[config.mk]
export PLATFORM = sky130hd
export DESIGN_NAME = mac_selfcheck_seq
export DESIGN_NICKNAME = d
export VERILOG_FILES = /design/src/rtl/mac_selfcheck_seq.sv
export SDC_FILE = /design/constraint.sdc
export NUM_CORES = 1
export LEC_CHECK = 0
export BUFFER_PORTS_ARGS = -buffer_cell sky130_fd_sc_hd__buf_2
export CAP_MARGIN = 20
export CORE_UTILIZATION = 44
export DETAILED_ROUTE_END_ITERATION = 8
export GPL_ROUTABILITY_DRIVEN = 0
export SYNTH_ARGS = -nofsm -noshare
export SYNTH_HDL_FRONTEND = slang
export SYNTH_SLANG_ARGS = --single-unit
[constraint.sdc]
create_clock -name clk -period 5.48 [get_ports clk]
set_clock_uncertainty 0.15 [all_clocks]
set_input_delay 0.822 -clock clk [delete_from_list [all_inputs] [get_ports clk]]
set_output_delay 0.822 -clock clk [all_outputs]
set_load 0.1 [all_outputs]
[src/rtl/mac_selfcheck_seq.sv]
// On-chip stimulus sequencer and result checker for a MAC block (out = a*b + c).
// Walks a directed table or an exhaustive sweep and accumulates pass/fail status.
module mac_selfcheck_seq #(
    parameter int DATA_WIDTH  = 4,
    parameter int OUT_WIDTH   = 8,
    parameter int MAC_LATENCY = 1,
    parameter int ERR_WIDTH   = 16
) (
    input  logic                    clk,
    input  logic                    reset,
    input  logic                    start,
    input  logic                    mode,
    output logic [DATA_WIDTH-1:0]   a,
    output logic [DATA_WIDTH-1:0]   b,
    output logic [DATA_WIDTH-1:0]   c,
    input  logic [OUT_WIDTH-1:0]    mac_out,
    output logic                    busy,
    output logic                    done,
    output logic                    pass,
    output logic [ERR_WIDTH-1:0]    err_count,
    output logic [3*DATA_WIDTH-1:0] fail_idx,
    output logic [3*DATA_WIDTH-1:0] vec_idx
);

    localparam int VW = 3 * DATA_WIDTH;
    localparam int SW = 2 * DATA_WIDTH;
    localparam int CW = (MAC_LATENCY > 1) ? $clog2(MAC_LATENCY) : 1;

    localparam logic [VW-1:0]        VEC_ONE  = 1;
    localparam logic [ERR_WIDTH-1:0] ERR_ONE  = 1;
    localparam logic [CW-1:0]        CNT_ONE  = 1;
    localparam logic [CW-1:0]        CNT_LOAD = CW'(MAC_LATENCY - 1);

    typedef enum logic [2:0] {IDLE, DRIVE, WAIT, CHECK, DONE} state_t;

    state_t                 state;
    logic                   mode_q;
    logic                   first_fail;
    logic [CW-1:0]          wait_cnt;
    logic [OUT_WIDTH-1:0]   expected;
    logic [DATA_WIDTH-1:0]  va, vb, vc;
    logic [SW-1:0]          prod_sum;
    logic [VW-1:0]          last_idx;
    logic                   mismatch;

    // Operand source for the current vec_idx: table lookup or a straight bit split
    always_comb begin
        va = vec_idx[VW-1:SW];
        vb = vec_idx[SW-1:DATA_WIDTH];
        vc = vec_idx[DATA_WIDTH-1:0];
        if (!mode_q) begin
            case (vec_idx[1:0])
                2'd0: begin va = DATA_WIDTH'(3);  vb = DATA_WIDTH'(5);  vc = DATA_WIDTH'(7);  end
                2'd1: begin va = DATA_WIDTH'(9);  vb = DATA_WIDTH'(7);  vc = DATA_WIDTH'(4);  end
                2'd2: begin va = DATA_WIDTH'(13); vb = DATA_WIDTH'(9);  vc = DATA_WIDTH'(5);  end
                default: begin va = DATA_WIDTH'(15); vb = DATA_WIDTH'(15); vc = DATA_WIDTH'(15); end
            endcase
        end
    end

    // a*b + c never exceeds 2*DATA_WIDTH bits, so the sum is exact before resizing
    assign prod_sum = SW'(va) * SW'(vb) + SW'(vc);
    assign last_idx = mode_q ? {VW{1'b1}} : VW'(3);
    assign mismatch = (mac_out != expected);

    always_ff @(posedge clk or negedge reset) begin
        if (!reset) begin
            state      <= IDLE;
            mode_q     <= 1'b0;
            first_fail <= 1'b0;
            wait_cnt   <= '0;
            expected   <= '0;
            a          <= '0;
            b          <= '0;
            c          <= '0;
            busy       <= 1'b0;
            done       <= 1'b0;
            pass       <= 1'b0;
            err_count  <= '0;
            fail_idx   <= '0;
            vec_idx    <= '0;
        end else begin
            case (state)
                IDLE, DONE: begin
                    if (start) begin
                        mode_q     <= mode;
                        err_count  <= '0;
                        fail_idx   <= '0;
                        first_fail <= 1'b0;
                        done       <= 1'b0;
                        pass       <= 1'b0;
                        vec_idx    <= '0;
                        busy       <= 1'b1;
                        state      <= DRIVE;
                    end
                end
                DRIVE: begin
                    a        <= va;
                    b        <= vb;
                    c        <= vc;
                    expected <= OUT_WIDTH'(prod_sum);
                    wait_cnt <= CNT_LOAD;
                    state    <= WAIT;
                end
                WAIT: begin
                    if (wait_cnt == '0) begin
                        state <= CHECK;
                    end else begin
                        wait_cnt <= wait_cnt - CNT_ONE;
                    end
                end
                CHECK: begin
                    if (mismatch) begin
                        if (err_count != {ERR_WIDTH{1'b1}}) begin
                            err_count <= err_count + ERR_ONE;
                        end
                        if (!first_fail) begin
                            fail_idx   <= vec_idx;
                            first_fail <= 1'b1;
                        end
                    end
                    // pass must include this final comparison, not just the registered count
                    if (vec_idx == last_idx) begin
                        busy  <= 1'b0;
                        done  <= 1'b1;
                        pass  <= (err_count == '0) && !mismatch;
                        state <= DONE;
                    end else begin
                        vec_idx <= vec_idx + VEC_ONE;
                        state   <= DRIVE;
                    end
                end
                default: state <= IDLE;
            endcase
        end
    end

endmodule

After elaboration in Yosys (flattened, before gate mapping):

Index checks and enable logic that the tools add are counted.

* reductions and logical operators: 15
* eq/ne operators: 16
* mux-type cells: 33
* multipliers: 1
* $add $sub $neg: 4

Operators with widths (count)
* 12-bit 2-to-1 mux: 5
* 16-bit 2-to-1 mux: 3
* 12-bit case mux with 2 select lines: 2
* 4-bit case mux with 3 select lines: 3
* 16-bit case mux with 2 select lines: 1
* 16-bit by 1-bit adder with 16-bit output (second input constant): 1
* 16-bit logical NOT: 1
* 16-bit inequality test (second input constant): 1
* 2-bit inequality test (second input constant): 7
* 12-bit by 1-bit adder with 12-bit output (second input constant): 1
* 12-bit equality test: 1
* 4-bit 2-to-1 mux: 3
* 3-bit case mux with 4 select lines: 1
* 1-bit case mux with 2 select lines: 5
* 3-bit 2-to-1 mux: 3
* 3-bit AND reduction: 3
* 8-bit by 4-bit adder with 8-bit output: 1
* 4-bit by 4-bit multiplier with 8-bit output: 1
* 8-bit inequality test: 1
* 4-bit AND reduction: 2
* 1-bit 2-to-1 mux: 7
* 3-bit by 2-bit equality test with 1-bit output (second input constant): 2
* 2-bit AND reduction: 2
* 2-bit nonzero test: 2
* 10 further kinds: 10

* output and inout bits: 55
* bits in registers: 69
* input port bits: 12
* word-level logic and storage cells: 83

Depth between registers and ports, before layout:

Gate-level depths: netlist (run 1).

* depth in word-level cells: 5
* depth in mapped cells: 18
* gate-level depth less buffers: 18

Least setup slack after synthesis (run 1):

No wires, ideal clock.

* path type: flip-flop to flip-flop
* start: register vec_idx[0]
* end: register expected[7]
* buffers on the path: 0
* slack: 514 ps
* cell stages (with the launch flop): 17
* library setup time: 136 ps
* data required time: 5194 ps
* arrival time: 4680 ps
* period minus slack after synthesis: 4966 ps
* cells stage by stage: dfrtp_1 inv_1 ha_1 or2_2 mux2i_1 or2_2 fa_1 inv_1 fa_1 fa_1 ha_1 a21o_1 a21oi_1 o21bai_1 a21oi_1 xor2_1 o21ai_0

* longest elaborated chain between the ends: 5
* elaborated cells between the ends (all ways): 11
* classes of those cells: 1 x add/sub; 1 x mul; 2 x eq/ne; 6 x mux; 1 x reduce/logical

Ends and longest elaborated chain
* start: declaration: line 22 `output logic [3*DATA_WIDTH-1:0] vec_idx`
* start signal: assignment: line 129 `vec_idx <= vec_idx + VEC_ONE;`
* 2-bit equality test, or another cell as far along: line 52 `case (vec_idx[1:0])`
* 4-bit case mux with 3 select lines: line 52
* 4-bit 2-to-1 mux: line 51 `if (!mode_q) begin`
* 4-bit by 4-bit multiplier with 8-bit output: line 62 `assign prod_sum = SW'(va) * SW'(vb) + SW'(vc);`
* 8-bit by 4-bit adder with 8-bit output *: line 62
* end signal: assignment: line 101 `expected <= OUT_WIDTH'(prod_sum);`
* end: declaration: line 40 `logic [OUT_WIDTH-1:0] expected;`

Mark *: on every way between the ends. The rest lies on a longest branch, timed or not.
A chain may end at the register's enable or synchronous reset.

Worst setup path after layout (run 1):

Ends and elaborated chain as after synthesis.

==> results of run 1 <==
[placed cells by master (no fill, tap or decap), types with 2 or more instances in the layout]
cell and instances:
o21ai_0 23, and3_1 2, xnor2_1 9, inv_1 26, clkbuf_8 9, clkinv_2 2
buf_4 5, or2_2 4, o41ai_1 8, nand3_1 12, buf_2 66, o211ai_1 9
nand3b_1 2, nor3_1 2, nand4_1 11, nor4_1 4, nand2_1 50, dfrtp_1 68
a2111oi_0 2, ha_1 27, inv_6 2, a211oi_1 2, o31ai_1 4, mux2_2 9
nor2_1 32, a32oi_1 3, o21bai_1 2, xor2_1 14, and4_1 3, a21oi_1 21
fa_1 7, a21o_1 4, or3_1 8, mux2i_1 13
[per-layer routing]
layer	GRT usage (%)	up-vias	routed length, um	share of wire (%)
met2	32.1	84	4670	47
met5	0	-	0	0
li1	-	1649	-	-
met3	4.57	2	421	4.2
met1	30.2	1632	4840	49
met4	6.67	0	38	0.38
[final cells by class]
cell class              instances  area share [%]
flip-flops and latches         68            35.4
repair buffers                 72            7.96
inverters                      26            2.03
clock inverters                 7            1.54
multi-input cells             312            47.2
well taps                     129            3.36
clock buffers                   9            2.58
[critical path: cells and delay by family (launching register included)]
family	cells	cell delay, ns
buf+inv	2	0.26
mux	1	0.32
simple gates	2	0.50
flops	1	0.49
xor+xnor	1	0.16
compound gates	5	0.74
fa+ha+maj	5	1.86
[path summary, 6_finish.rpt]
check                                        from                       to  cells past startpoint
hold reg to reg              state[2]$_DFFE_PN0P_     state[1]$_DFFE_PN0P_                      1
hold / removal               state[2]$_DFFE_PN0P_     state[1]$_DFFE_PN0P_                      1
setup / recovery           vec_idx[0]$_DFFE_PN0P_  expected[7]$_DFFE_PN0P_                     16
max in group asynchronous                   reset   vec_idx[4]$_DFFE_PN0P_                      2
min in group asynchronous                   reset         c[1]$_DFFE_PN0P_                      2
setup reg to reg           vec_idx[0]$_DFFE_PN0P_  expected[7]$_DFFE_PN0P_                     16
[logic make-up (layout without fill, tap and decap cells)]
kind of cell    after synthesis  in the layout  share of synthesized area [%]
compound gates               87             87                           14.2
fa+ha+maj                    34             34                           11.4
mux                          22             22                           5.54
xor+xnor                     23             23                           4.82
flops                        68             68                           40.7
simple gates                146            146                           18.3
buf+inv                      50            114                           5.09
[sequential cells by signal (all words and copies together), names as in the netlist, 3 cells and up]
signal and flops:
a 4, b 4, c 4, err_count 16
expected 8, fail_idx 12, state 3, vec_idx 12
[cell usage after synthesis (2+ instances only)]
| cell type | instances |
|---|---|
| a2111oi_0 | 2 |
| a211oi_1 | 2 |
| a21o_1 | 4 |
| a21oi_1 | 21 |
| a32oi_1 | 3 |
| and3_1 | 2 |
| and4_1 | 3 |
| buf_2 | 8 |
| buf_4 | 2 |
| clkbuf_1 | 12 |
| dfrtp_1 | 68 |
| fa_1 | 7 |
| ha_1 | 27 |
| inv_1 | 26 |
| mux2_2 | 9 |
| mux2i_1 | 13 |
| nand2_1 | 50 |
| nand3_1 | 12 |
| nand3b_1 | 2 |
| nand4_1 | 11 |
| nor2_1 | 32 |
| nor3_1 | 2 |
| nor4_1 | 4 |
| o211ai_1 | 9 |
| o21ai_0 | 23 |
| o21bai_1 | 2 |
| o31ai_1 | 4 |
| o41ai_1 | 8 |
| or2_2 | 4 |
| or3_1 | 8 |
| xnor2_1 | 9 |
| xor2_1 | 14 |
[per-stage QoR]
step                cells  instance area, sq um  setup WS (ns)  utilization (%)
floorplan             430                  4180          0.514                -
global route          623                  4810          0.587             52.0
global placement      606                  4600           1.06             49.7
finish                623                  4810          0.903             52.0
CTS                   622                  4790          0.847             51.9
detailed placement    606                  4600          0.846             49.7
==> flow_summary.json, run 1 <==
{
  "crit_chain": "inv_1 > ha_1 > or2_2 > mux2i_1 > or2_2 > fa_1 > inv_1 > fa_1 > fa_1 > ha_1 > a21o_1 > a21oi_1 > o21bai_1 > a21oi_1 > xor2_1 > o21ai_0",
  "ff2ff_setup_slack_ns": 0.90,
  "yosysWarnings": 0,
  "grt_pass1_wl_mm": 16.2,
  "worstHoldPathType": "flop to flop",
  "crit_path_top_delay_cell": "dfrtp_1",
  "fin_crit_sh_pct": 83.5,
  "port_buffers": 66,
  "synth_top_cell_by_area": "dfrtp_1",
  "crit_required_ns": 5.56,
  "setup_tns_ns": 0,
  "worstMarginPinSlew_ns": 0.876,
  "holdWs_ns": 0.296,
  "area_growth_pct": 15.0,
  "clk_pin_slew_ns": 0.08,
  "synth-async-reset-ratio_pct": 100,
  "grt_max_degree": 69,
  "hpwl_mm": 7.00,
  "synth_top_area_share_pct": 40.7,
  "vias": 3367,
  "grt_use_total_pct": 21.1,
  "synth_seq_cells": 68,
  "seq_area_frac_synth_pct": 40.7,
  "insertedDiodeCount": 0,
  "fmax_mhz": 218,
  "first_global_vias": 3209,
  "setup_violations": 0,
  "core_sq_mm": 0.00924,
  "post_route_cells_drive_above_1_share_pct": 22.9,
  "slew_violations": 0,
  "ys_types": 59,
  "worstSkewPairLatency_ns": 0.34,
  "dieArea_sq_mm": 0.00990,
  "cpPeakStageDelay_ns": 0.49,
  "worst-setup-path-type": "flop to flop",
  "crit_path_max_fanout": 8,
  "multi_input_area_sq_mm": 0.00227,
  "die_h_um": 99.5,
  "run_status": "completed",
  "synthTopCellsByArea": "dfrtp_1 (41%), ha_1 (8.1%), nand2_1 (4.5%), fa_1 (3.4%), mux2i_1 (3.1%)",
  "hold_viol": 0,
  "cts_setup_buffers": 0,
  "start_util_pct": 45.3,
  "synth_edf_count": 0,
  "cts-resized-gates": 0,
  "firstDrtPassIters": 5,
  "boundaryPins": 67,
  "setup.worst_path.end_class": "flop",
  "grt-ovfl-total": 0,
  "clockRootBuffer": "clkbuf_8",
  "drt-total-wl_mm": 9.97,
  "drv_cap": 0,
  "fin_nets": 535,
  "drc": 0,
  "wl_per_cell_um": 16.0,
  "synthCells": 430,
  "cts_max_level": 3,
  "first_iter_violations": 121,
  "cts.sinks": 68,
  "synth_nets": 476,
  "cts_max_path_buffers": 2,
  "path_common_cell": "fa_1",
  "die_w_um": 99.5,
  "vias_per_cell": 5.40,
  "cts_inserted_buffers": 9,
  "worstSetupStartpointType": "flop",
  "final.fill_count": 863,
  "cp.arrival_ns": 4.65,
  "avgSynthCellArea_sq_um": 9.72,
  "ys.flop_type": "dfrtp_1",
  "mappedNetlistArea_sq_mm": 0.00418,
  "rsz0062_at_grt": "no",
  "ant_nets": 0,
  "fp-row-count": 35,
  "cts_hold_buf": 0,
  "period_needed_ns": 4.58,
  "worst_slew_margin_rel_pct": 41.6,
  "seqCellArea_sq_mm": 0.00170,
  "antenna_found_initial": 0,
  "cts_tree": "done"
}
Power of run 1 is left out: the tool's default activity adds up to more than one toggle a clock period on the data nets, which glitch-free logic cannot reach.
==> inputs of run 2 (changes only) <==
--- a/config.mk
+++ b/config.mk
@@ -5,6 +5,7 @@
 export SDC_FILE = /design/constraint.sdc
 export NUM_CORES = 1
 export LEC_CHECK = 0
+export ABC_AREA = 1
 export BUFFER_PORTS_ARGS = -buffer_cell sky130_fd_sc_hd__buf_2
 export CAP_MARGIN = 20
 export CORE_UTILIZATION = 44
==> constraint.sdc (replaced) <==
create_clock -name clk -period 4.3 [get_ports clk]
set_clock_uncertainty 0.15 [all_clocks]
set_input_delay 0.645 -clock clk [delete_from_list [all_inputs] [get_ports clk]]
set_output_delay 0.645 -clock clk [all_outputs]
set_load 0.1 [all_outputs]
==> run 2 against run 1 <==
  * Flip-flop and latch count is the same
  * Utilization fell by 0.44 points
  * Critical path depth increased by 1
  * Synthesized cell count grew 46%
  * Clock-buffer cell count stayed put
  * Largest cell class unchanged
==> flow_summary.json, run 2 <==
{
  "hpwl_mm": 8.37,
  "synth_nets": 673,
  "cp.arrival_ns": 4.21,
  "worst_slew_margin_rel_pct": 47.3,
  "grt_max_degree": 34,
  "worstSkewPairLatency_ns": 0.37,
  "setup_tns_ns": 0,
  "dieArea_sq_mm": 0.0110,
  "power_frac_seq_pct": 20.7,
  "synthTopCellsByCount": "nand2_1 (195), inv_1 (76), dfrtp_1 (68), nand3_1 (51), nor2_1 (51)",
  "grt_use_total_pct": 22.0,
  "netSwitchingPower_mw": 2.44,
  "p_per_area_mw_per_mm2": 819,
  "holdWs_ns": 0.0699,
  "grt_pass1_wl_mm": 19.3,
  "ff2ff_setup_slack_ns": 0.17,
  "r2r-start": "vec_idx[0]$_DFFE_PN0P_",
  "largest_reg_flops": 16,
  "avgSynthCellArea_sq_um": 7.42,
  "yosysMostFrequentCell": "nand2_1",
  "synth_seq_cells": 68,
  "area_growth_pct": 14.0,
  "crit_path_top_delay_cell": "fa_1",
  "synthCells": 627,
  "drc": 0,
  "reg_top3": "err_count x16, fail_idx x12, vec_idx x12",
  "fin_area_sq_mm": 0.00530,
  "dpl_worst_slack_ns": 0.166,
  "vias_per_cell": 5.02,
  "cts_max_path_buffers": 2,
  "fin_util_pct": 51.6,
  "die_w_um": 105,
  "postPlaceCellArea_sq_mm": 0.00512,
  "crit_chain": "inv_2 > ha_1 > inv_1 > a21oi_2 > inv_1 > or2_2 > fa_1 > inv_1 > fa_1 > fa_1 > ha_4 > a21oi_1 > or2_2 > nand3_1 > nand2_1 > nand3_1 > o21ai_0",
  "setup_violations": 0,
  "wl_per_cell_um": 13.3,
  "clk_pin_slew_ns": 0.09,
  "cts_hold_buf": 0,
  "drv_cap": 0,
  "p_leak_nw": 2.69,
  "boundaryPins": 67,
  "setup.worst_path.end_class": "flop",
  "final.fill_count": 1047,
  "total_power_mw": 4.34,
  "comb_power_share_pct": 68.3,
  "layout_common_cells": "nand2_1 (195), inv_1 (75), buf_2 (66)",
  "crit_required_ns": 4.39,
  "worstMarginPinSlew_ns": 0.789,
  "largest-register": "err_count",
  "first_iter_violations": 174,
  "period_needed_ns": 4.13,
  "synth_top_area_share_pct": 36.6,
  "cts_inserted_buffers": 9,
  "grt-ovfl-total": 0,
  "first_global_vias": 4159,
  "setup_ws_ns": 0.175,
  "power.internal_mw": 1.90,
  "synth-async-reset-ratio_pct": 100,
  "seqCellArea_sq_mm": 0.00171,
  "cts_tree": "done",
  "fmax_mhz": 242,
  "final_common_cell": "nand2_1",
  "worstSetupStartpointType": "flop",
  "crit_path_max_fanout": 7,
  "slew_violations": 0,
  "clkPwrFrac_pct": 11.0,
  "cpPeakStageDelay_ns": 0.55,
  "fp-row-count": 37,
  "synth_edf_count": 0,
  "port_buffers": 66,
  "finalNonFillerCells": 837,
  "clockRootBuffer": "clkbuf_8",
  "synthTopCellsByArea": "dfrtp_1 (37%), nand2_1 (16%), ha_1 (7.3%), inv_1 (6.1%), nand3_1 (5.5%)",
  "hold_viol": 0,
  "ant_nets": 0,
  "vias": 4198,
  "synth_top_cell_by_area": "dfrtp_1",
  "yosysWarnings": 0,
  "startpoint": "vec_idx[0]$_DFFE_PN0P_",
  "mappedNetlistArea_sq_mm": 0.00465,
  "switching_share_pct": 56.2,
  "worst-setup-path-type": "flop to flop",
  "ir_drop_v": 0.000523,
  "antenna_found_initial": 0,
  "worstHoldPathType": "input port to async pin",
  "die_h_um": 105,
  "fin_crit_sh_pct": 95.9,
  "fin_nets": 742,
  "insertedDiodeCount": 0,
  "multi_input_area_sq_mm": 0.00256,
  "start_util_pct": 45.3,
  "run_status": "completed",
  "ys.flop_type": "dfrtp_1",
  "core_sq_mm": 0.0103,
  "cts_max_level": 3,
  "dp_cells": 821,
  "post_route_cells_drive_above_1_share_pct": 20.3,
  "firstDrtPassIters": 4,
  "seq_area_frac_synth_pct": 36.6,
  "cts.sinks": 68,
  "drt-total-wl_mm": 11.1,
  "ys_types": 34,
  "rsz0062_at_grt": "no"
}
==> run 2: cell types whose count changed after synthesis, moves of 13 or more <==
cell     change
nand2_1    +145
inv_1       +50
nand3_1     +39
nor2_1      +19
o21ai_2     +14
mux2i_1     -13
==> run 2: power groups by stage <==
stage | Clock (mW) | Sequential (mW) | Combinational [mW]
5_1_grt | 0.516 | 0.921 | 3.32
4_1_cts | 0.490 | 0.901 | 2.90
6_report | 0.476 | 0.899 | 2.97
3_5_place_dp | 0 | 0.913 | 2.87
3_3_place_gp | 0 | 0.906 | 2.83
2_1_floorplan | 0 | 1.50 | 1.78
==> run 2: critical path, delay by kind of cell (launching register included) <==
kind	cells	cell delay, ns
flops	1	0.52
simple gates	5	0.76
buf+inv	4	0.27
fa+ha+maj	5	2.00
compound gates	3	0.30
==> run 2: worst paths after layout <==
check | end | depth (start not counted)
min reg2reg | c[0]$_DFFE_PN0P_ | 2
min | err_count[7]$_DFFE_PN0P_ | 1
max | expected[6]$_DFFE_PN0P_ | 17
max in group asynchronous | vec_idx[7]$_DFFE_PN0P_ | 2
min in group clk | c[0]$_DFFE_PN0P_ | 2
max reg2reg | expected[6]$_DFFE_PN0P_ | 17
==> run 2: final cells by class <==
| class | count | area share [%] |
|---|---|---|
| clock buffers | 9 | 2.34 |
| clock inverters | 7 | 0.826 |
| inverters | 77 | 5.45 |
| multi-input cells | 464 | 48.3 |
| flip-flops and latches | 68 | 32.3 |
| well taps | 136 | 3.21 |
| repair buffers | 76 | 7.65 |
==> run 2: per-layer routing <==
layer	vias up	wire length, um	global-route usage, %
met5	-	0	0
met1	1955	5480	29.9
met3	15	414	3.12
li1	2139	-	-
met4	0	220	9.86
met2	89	4990	34.7
==> run 2: what timing repair did <==
| action | in CTS | in global routing |
|---|---|---|
| setup buffers | 0 | 0 |
| setup endpoints to repair | 0 | 2 |
| resized for setup | 0 | 3 |
==> run 2: cell families (layout without fill, tap and decap cells) <==
kind of cell | count (synthesis) | count (layout) | synth area share, %
and+or+nand+nor | 348 | 348 | 33.1
buffers and inverters | 95 | 169 | 9.01
AOI/OAI and AO/OA | 73 | 73 | 9.28
DFF | 68 | 68 | 36.6
adders and majority gates | 34 | 34 | 10.3
xor gates and xnor gates | 9 | 9 | 1.70
(Power assumes the default switching activity.)
==> inputs of run 3 (changes only) <==
--- a/config.mk
+++ b/config.mk
@@ -11,6 +11,8 @@
 export CORE_UTILIZATION = 44
 export DETAILED_ROUTE_END_ITERATION = 8
 export GPL_ROUTABILITY_DRIVEN = 0
+export HOLD_SLACK_MARGIN = 0.02
+export SLEW_MARGIN = 20
 export SYNTH_ARGS = -nofsm -noshare
 export SYNTH_HDL_FRONTEND = slang
 export SYNTH_SLANG_ARGS = --single-unit
==> constraint.sdc (replaced) <==
create_clock -name clk -period 4.05 [get_ports clk]
set_clock_uncertainty 0.15 [all_clocks]
set_input_delay 0.6075 -clock clk [delete_from_list [all_inputs] [get_ports clk]]
set_output_delay 0.6075 -clock clk [all_outputs]
set_load 0.1 [all_outputs]
==> run 3 against run 2 <==
  * Setup slack got worse by 0.036 ns
  * Clock power grew 36%
  * Clock-buffer cell count rose by 1
  * Maximum frequency rose by 5.5%
  * Via count is 0.71% higher
  * Sequential share of layout area shrank 0.71 points
  * First-iteration DRC count shrank 2.3%
  * Critical endpoint unchanged
  * Largest cell class unchanged
  * Largest power group unchanged
==> flow_summary.json, run 3 (synthesis results as in run 2) <==
{
  "run_status": "completed",
  "r2r-start": "vec_idx[0]$_DFFE_PN0P_",
  "grtUsageMet1_pct": 30.2,
  "worstMarginPinSlew_ns": 0.643,
  "crit_buf_inv": 4,
  "ff2ff_setup_slack_ns": 0.14,
  "die_h_um": 105,
  "setup.worst_path.end_class": "flop",
  "first_global_vias": 3933,
  "ant_nets": 0,
  "reg_top3": "err_count x16, fail_idx x12, vec_idx x12",
  "met3_usage_pct": 4.30,
  "fmax_mhz": 256,
  "fin_util_pct": 52.8,
  "dp_cells": 820,
  "grt_use_total_pct": 21.7,
  "drt-total-wl_mm": 11.1,
  "grt-ovfl-total": 0,
  "firstDrtPassIters": 4,
  "clockRootBuffer": "clkbuf_8",
  "antenna_found_initial": 0,
  "cts_max_path_buffers": 2,
  "layout_common_cells": "nand2_1 (195), inv_1 (72), buf_2 (66)",
  "critical-path-top-delay-family": "adder cells",
  "fin_nets": 744,
  "p_per_area_mw_per_mm2": 936,
  "drc": 0,
  "p_leak_nw": 2.74,
  "dieArea_sq_mm": 0.0110,
  "gr-max-usage-layer": "met2",
  "crit_required_ns": 4.14,
  "grt_pass1_wl_mm": 18.9,
  "grt_max_degree": 33,
  "period_needed_ns": 3.91,
  "startpoint": "vec_idx[0]$_DFFE_PN0P_",
  "cts.sinks": 68,
  "insertedDiodeCount": 0,
  "largest_reg_flops": 16,
  "clk_pin_slew_ns": 0.08,
  "finalNonFillerCells": 839,
  "setup_violations": 0,
  "crit_chain": "inv_4 > ha_1 > inv_1 > a21oi_2 > inv_2 > or2_4 > fa_1 > inv_2 > fa_1 > fa_2 > ha_4 > a21oi_2 > or2_4 > nand3_2 > nand2_1 > nand3_1 > o21ai_1",
  "crit_path_max_fanout": 4,
  "drv_cap": 0,
  "fp-row-count": 37,
  "core_sq_mm": 0.0103,
  "vias_per_cell": 5.04,
  "vias": 4228,
  "worst-setup-path-type": "flop to flop",
  "worst_slew_margin_rel_pct": 57.0,
  "cts_max_level": 3,
  "cts_tree": "done",
  "grt_use_met2_pct": 33.5,
  "worstSetupStartpointType": "flop",
  "worstSkewPairLatency_ns": 0.36,
  "ir_drop_v": 0.000563,
  "slew_violations": 0,
  "die_w_um": 105,
  "wl_per_cell_um": 13.2,
  "hold_viol": 0,
  "worstHoldPathType": "input port to async pin",
  "final_common_cell": "nand2_1",
  "fin_crit_sh_pct": 96.6,
  "cpPeakStageDelay_ns": 0.56,
  "post_route_cells_drive_above_1_share_pct": 21.9,
  "cp.arrival_ns": 4.00,
  "start_util_pct": 45.3,
  "first_iter_violations": 170,
  "setup_tns_ns": 0,
  "cts_hold_buf": 0,
  "cts_inserted_buffers": 9,
  "port_buffers": 66,
  "boundaryPins": 67,
  "hpwl_mm": 8.46,
  "crit_path_top_delay_cell": "fa_1",
  "area_growth_pct": 16.8,
  "largest-register": "err_count"
}
run 3: changes by cell type in the layout (fill, tap and decap cells not counted), moves of 3 or more:
cell / previous run / this run
inv_1: 75 / 72
o21ai_0: 29 / 26
o21ai_1: 11 / 14
or2_2: 6 / 3
or2_4: 0 / 3
run 3: final cells by class:
cell class	count	area, sq um
Fill cell	1037	4850
Tap cell	136	170
Timing Repair Buffer	78	437
Clock buffer	10	138
Multi-Input combinational cell	464	2590
Sequential cell	68	1710
Clock inverter	6	87.6
Inverter	77	292
run 3: stage by stage:
| stage | hold WS [ns] | power (mW) | setup WS [ns] | area (sq um) |
|---|---|---|---|---|
| after floorplan | 0.162 | 3.61 | -0.0222 | 4720 |
| after global placement | 0.303 | 4.11 | 0.197 | 5150 |
| after detailed placement | 0.311 | 4.14 | 0.135 | 5150 |
| after CTS | 0.0679 | 4.83 | 0.0954 | 5380 |
| after global routing | 0.0900 | 5.49 | -0.00674 | 5430 |
| final | 0.0657 | 5.08 | 0.138 | 5430 |
run 3: power breakdown:
group	switching (mW)	internal, mW
Sequential	0.121	0.834
Clock	0.281	0.363
Combinational	2.28	1.20
Total	2.69	2.39
run 3: metal layers:
layer / vias up / routed length [um]
li1: 2148 / -
met1: 1957 / 5370
met2: 105 / 5050
met3: 18 / 475
met4: 0 / 193
met5: - / 0
run 3: path summary, 6_finish.rpt:
kind,to,cells past startpoint
worst max-delay path,expected[6]$_DFFE_PN0P_,17
worst min-delay path,c[1]$_DFFE_PN0P_,1
worst max register to register,expected[6]$_DFFE_PN0P_,17
worst min register to register,c[0]$_DFFE_PN0P_,2
max in group asynchronous,vec_idx[8]$_DFFE_PN0P_,2
min in group clk,mode_q$_DFFE_PN0P_,3
run 3: worst reg2reg max path, cell delays in order (launching register included):
cell and delay (ns):
dfrtp_4 0.52, inv_4 0.08, ha_1 0.14, inv_1 0.05, a21oi_2 0.17, inv_2 0.06, or2_4 0.23, fa_1 0.50
inv_2 0.04, fa_1 0.56, fa_2 0.47, ha_4 0.31, a21oi_2 0.07, or2_4 0.24, nand3_2 0.06, nand2_1 0.05
nand3_1 0.06, o21ai_1 0.06
run 3: repair_timing:
item,in CTS,in global routing
gates resized for setup,0,10
endpoints found under the setup margin,0,2
buffers inserted,0,3
